File: config.mk
export PLATFORM = sky130hd
export DESIGN_NAME = uart_rx_deser
export DESIGN_NICKNAME = d
export VERILOG_FILES = /design/src/rtl/uart_pkg.sv /design/src/rtl/sync_2ff.sv /design/src/rtl/uart_rx_deser.sv
export SDC_FILE = /design/constraint.sdc
export NUM_CORES = 1
export LEC_CHECK = 0
export BUFFER_PORTS_ARGS = -buffer_cell sky130_fd_sc_hd__buf_2
export CORE_MARGIN = 2
export CORE_UTILIZATION = 52
export DETAILED_ROUTE_END_ITERATION = 7
export GPL_ROUTABILITY_DRIVEN = 0
export PLACE_DENSITY = 0.7
export SLEW_MARGIN = 20
export SYNTH_ARGS = -nofsm -noshare
export SYNTH_HDL_FRONTEND = slang
export SYNTH_SLANG_ARGS = --single-unit
File: constraint.sdc
create_clock -name clk -period 1.82 [get_ports clk]
set_clock_uncertainty 0.15 [all_clocks]
set_input_delay 0.182 -clock clk [delete_from_list [all_inputs] [get_ports clk]]
set_output_delay 0.182 -clock clk [all_outputs]
set_load 0.005 [all_outputs]
File: src/rtl/uart_pkg.sv
// Shared UART definitions: receive FSM states, bit-period divider, frame width.
package uart_pkg;

  localparam int unsigned UART_DATA_BITS = 8;

  typedef enum logic [2:0] {
    IDLE,
    START,
    DATA,
    STOP,
    WAIT_IDLE
  } rx_state_t;

  function automatic int unsigned calc_div(input int unsigned clk_frec,
                                           input int unsigned baudrate);
    return clk_frec / baudrate;
  endfunction

endpackage

File: src/rtl/sync_2ff.sv
// Two-flop synchronizer for a single asynchronous bit; reset value is a parameter.
module sync_2ff #(
  parameter logic RST_VAL = 1'b1
) (
  input  logic clk,
  input  logic rst,
  input  logic i_d,
  output logic o_q
);

  logic r_meta;
  logic r_sync;

  always_ff @(posedge clk) begin
    if (rst) begin
      r_meta <= RST_VAL;
      r_sync <= RST_VAL;
    end else begin
      r_meta <= i_d;
      r_sync <= r_meta;
    end
  end

  assign o_q = r_sync;

endmodule

File: src/rtl/uart_rx_deser.sv
// 8N1 UART receive deserializer: recovers bytes from rx and pushes them to the RX FIFO,
// flagging framing errors and overruns with one-cycle pulses.
module uart_rx_deser
  import uart_pkg::*;
#(
  parameter int unsigned baudrate = 9600,
  parameter int unsigned clk_frec = 100_000_000
) (
  input  logic                      clk,
  input  logic                      rst,
  input  logic                      rx,
  input  logic                      fifo_full,
  output logic                      push,
  output logic [UART_DATA_BITS-1:0] rx_data,
  output logic                      frame_err,
  output logic                      overrun,
  output logic                      busy
);

  localparam int unsigned DIV  = calc_div(clk_frec, baudrate);
  localparam int unsigned HALF = DIV / 2;
  localparam int unsigned CW   = (DIV > 1) ? $clog2(DIV) : 1;

  logic                      w_rx_s;
  rx_state_t                 r_state;
  logic [CW-1:0]             r_cnt;
  logic [2:0]                r_bit;
  logic [UART_DATA_BITS-1:0] r_shift;

  // Idle-high reset value keeps a reset release from looking like a start edge.
  sync_2ff #(.RST_VAL(1'b1)) u_rx_sync (
    .clk (clk),
    .rst (rst),
    .i_d (rx),
    .o_q (w_rx_s)
  );

  always_ff @(posedge clk) begin
    if (rst) begin
      r_state   <= IDLE;
      r_cnt     <= '0;
      r_bit     <= '0;
      r_shift   <= '0;
      rx_data   <= '0;
      push      <= 1'b0;
      frame_err <= 1'b0;
      overrun   <= 1'b0;
    end else begin
      push      <= 1'b0;
      frame_err <= 1'b0;
      overrun   <= 1'b0;
      case (r_state)
        IDLE: begin
          if (!w_rx_s) begin
            r_state <= START;
            r_cnt   <= '0;
          end
        end
        START: begin
          if (r_cnt == CW'(HALF - 1)) begin
            r_cnt <= '0;
            r_bit <= '0;
            r_state <= w_rx_s ? IDLE : DATA;
          end else begin
            r_cnt <= r_cnt + 1'b1;
          end
        end
        DATA: begin
          if (r_cnt == CW'(DIV - 1)) begin
            r_cnt   <= '0;
            r_shift <= {w_rx_s, r_shift[UART_DATA_BITS-1:1]};
            if (r_bit == 3'(UART_DATA_BITS - 1)) r_state <= STOP;
            else                                 r_bit   <= r_bit + 1'b1;
          end else begin
            r_cnt <= r_cnt + 1'b1;
          end
        end
        STOP: begin
          if (r_cnt == CW'(DIV - 1)) begin
            r_cnt <= '0;
            if (w_rx_s) begin
              rx_data <= r_shift;
              if (fifo_full) overrun <= 1'b1;
              else           push    <= 1'b1;
              r_state <= IDLE;
            end else begin
              frame_err <= 1'b1;
              r_state   <= WAIT_IDLE;
            end
          end else begin
            r_cnt <= r_cnt + 1'b1;
          end
        end
        WAIT_IDLE: begin
          if (w_rx_s) r_state <= IDLE;
        end
        default: r_state <= IDLE;
      endcase
    end
  end

  assign busy = (r_state != IDLE);

endmodule
==> impl_metrics.ini <==
[outcome]
failed_checks = negative setup slack
outcome = finished with violations

[yosys]
yosysSeqAreaShare = 0.4359
synth.area.mux_share = 0.1037
synth_compound_area_frac = 0.1349
synth_edf_count = 0
avgSynthCellArea_um2 = 9.322
synthAdderAreaFrac = 0.02658
synth-xor-area-share = 0.004651
ys_seq_elements = 41
postSynthNetCount = 210
synth_flop_cell = dfxtp_1
synth_cell_types = 42
yosysWarningCount = 0
synthSimpleGateAreaFrac = 0.2605
synth_area_um2 = 1883
synth_top_family_by_area = simple AND/OR/NAND/NOR gates
synth_cells = 202
async_reset_ff_frac = 0

[clocking]
clkTransAtPathRegs_ns = 0.13
cts-buffers-inserted = 5
htree_levels = 2
cts_tree = yes
clock_path_buffers = 2
clock_latency_ns = 0.37
cts.sinks = 41
clockRootBuffer = clkbuf_4

[setup_path]
criticalPathCategory = reg2reg
cp.required_ns = 1.94
arrival_ns = 2.10
startpoint_type = register
worstSetupEndpointType = register
r2r-start = r_cnt[0]
crit_chain = ha_4, and4bb_1, nand4_4, or3b_4, o211a_1, mux2_4
critical_path.slowest_cell = or3b_4
critPathBufInv = 0
crit_start = r_cnt[0]
critPathMaxStageDelay_ns = 0.41
crit_fanout = 4
critical_path.top_delay_family = simple AND/OR/NAND/NOR gates

[power_and_ir_drop]
leakage_nw = 1.130
powerDensity_nw_per_um2 = 624.0
p_total_w = 0.001613
peakVddDrop_mv = 0.3563

[placement]
dpl.hpwl_mm = 3.093
dp_slack_ns = -0.2478
io_buffer_count = 15

[sta]
drv_slew = 0
tightestPinTransition_ns = 0.4958
period_share = 1.089
hold_violations = 0
fmax_ghz = 0.5046
rsz0062_at_grt = true
setup_violations = 18
relSlewSlack = 0.6682
fin_crit_ns = 1.982
setup_slack_ns = -0.1617

[die]
start_util = 0.5513
die_area_um2 = 4118
die_x_um = 64.18
ios = 16
num_rows = 21
core_um2 = 3416
die_height_um = 64.18

[global_route]
grt_util_met2 = 0.4297
grt_overflow = 0
grt_busiest_layer = met2
use_met1 = 0.3433
grt_usage = 0.2706
grt_pass1_wl_mm = 8.638
grtUsageMet3 = 0.04930
grt_pass1_vias = 1895
grt_max_degree = 26
antenna_found_initial = 0

[drt]
drt_pass1_iterations = 5
viasPerCell = 6.384
wl_mm = 5.611
drc = 0
drt_iter0_drc = 202
vias = 1947
post_drt_wl_per_cell_um = 18.40
ant_nets = 0

[run]
maxCapViolCount = 0

[worst_hold_path]
hold_path.class = in2reg
hp-start = rst

[cells_and_area]
antenna_cells = 0
area_delta_synth_final_pct = 37.28
drive_gt1_frac = 0.3861
nNetsFinal = 266
-- per-layer routing --
layer / vias up / share of wire
met3: 37 / 0.093
met5: - / 0
li1: 865 / -
met4: 0 / 0.037
met2: 136 / 0.48
met1: 909 / 0.39
-- flip-flops by register name, indices dropped and copies added, names as in the netlist --
name              count
r_cnt                14
r_shift               8
rx_data               8
r_bit                 3
r_state               3
frame_err             1
overrun               1
push                  1
u_rx_sync.o_q         1
u_rx_sync.r_meta      1
-- metrics by stage --
stage          setup TNS [ns]  cells  cell area (um2)  hold slack [ns]    util
2_1_floorplan        -0.04639    202             1908           0.1088       -
3_3_place_gp           -1.177    278             2180           0.2036  0.6381
3_5_place_dp           -2.069    278             2180           0.2108  0.6381
4_1_cts               -0.9142    302             2469          0.05136  0.7227
5_1_grt                -2.389    305             2585           0.1055  0.7568
6_report               -1.373    305             2585          0.09896  0.7568
-- cells by family (layout without fill, tap and decap cells) --
| family | after synthesis | after routing |
|---|---|---|
| AND/OR/NAND/NOR | 89 | 89 |
| flip-flops | 41 | 41 |
| XOR/XNOR | 1 | 1 |
| AO/OA/AOI/OAI | 34 | 36 |
| adder cells (fa/ha/maj) | 4 | 4 |
| multiplexers | 19 | 19 |
| buffers and inverters | 14 | 69 |
-- path summary, 6_finish.rpt --
kind | end | slack [ns] | cells past startpoint
setup / recovery | r_bit[0] | -0.16 | 6
hold reg to reg | u_rx_sync.o_q | 0.30 | 1
setup reg to reg | r_bit[0] | -0.16 | 6
hold / removal | r_state[1] | 0.1 | 2
-- cells in the final DEF, fill, tap and decap left out, types with 2 or more instances in the layout --
cell type and count:
buf_4 35, dfxtp_1 33, nor2_1 29, mux2i_1 17, buf_2 15, nand2_1 12, a22o_1 6, a21oi_1 5
nor3_1 5, nand3_1 5, a31oi_1 5, clkbuf_4 5, dfxtp_2 5, inv_1 4, nand4_1 4, or4_1 4
buf_6 4, and4bb_1 3, a22oi_2 3, nor3_2 3, and3_1 3, o31ai_1 3, dfxtp_4 3, nor3b_2 2
a22o_4 2, nand3_4 2, a211oi_1 2, or2_2 2, nor2b_1 2, ha_1 2, ha_4 2, dlygate4sd3_1 2
-- synthesized netlist by cell type (all sizes together) (4+ instances only) --
cell type | n | area, um2
nor3 | 9 | 50.05
a22o | 7 | 61.31
nor2 | 29 | 108.9
and3 | 4 | 25.02
o31ai | 4 | 30.03
dfxtp | 41 | 820.8
nand4 | 5 | 37.53
buf | 4 | 26.27
ha | 4 | 50.05
mux2i | 18 | 180.2
nand2 | 13 | 48.80
nand3 | 7 | 40.04
clkbuf | 6 | 22.52
a21oi | 6 | 30.03
or4 | 4 | 30.03
a31oi | 6 | 37.54
inv | 4 | 15.01
-- layout make-up --
| type | instances | area, um2 |
|---|---|---|
| Sequential cell | 41 | 838.3 |
| Fill cell | 217 | 830.8 |
| Timing Repair Buffer | 57 | 417.9 |
| Clock inverter | 3 | 46.29 |
| Clock buffer | 5 | 37.54 |
| Inverter | 4 | 15.01 |
| Tap cell | 46 | 57.56 |
| Multi-Input combinational cell | 149 | 1172 |
-- where the power goes --
| group | internal (W) | total [W] | switching [W] |
|---|---|---|---|
| Sequential | 0.000897 | 0.000902 | 0.00000499 |
| Clock | 0.000291 | 0.000625 | 0.000334 |
| Combinational | 0.0000332 | 0.0000860 | 0.0000529 |
| Total | 0.00122 | 0.00161 | 0.000392 |
-- repair_timing --
action,4_1_cts,5_1_grt
setup buffers,12,2
endpoints found under the hold margin,3,0
resized for setup,16,25
setup endpoints to repair,17,35
pin swaps,20,6
hold buffers,2,0
cloned,2,1
Power figures use the tool's default switching activity.
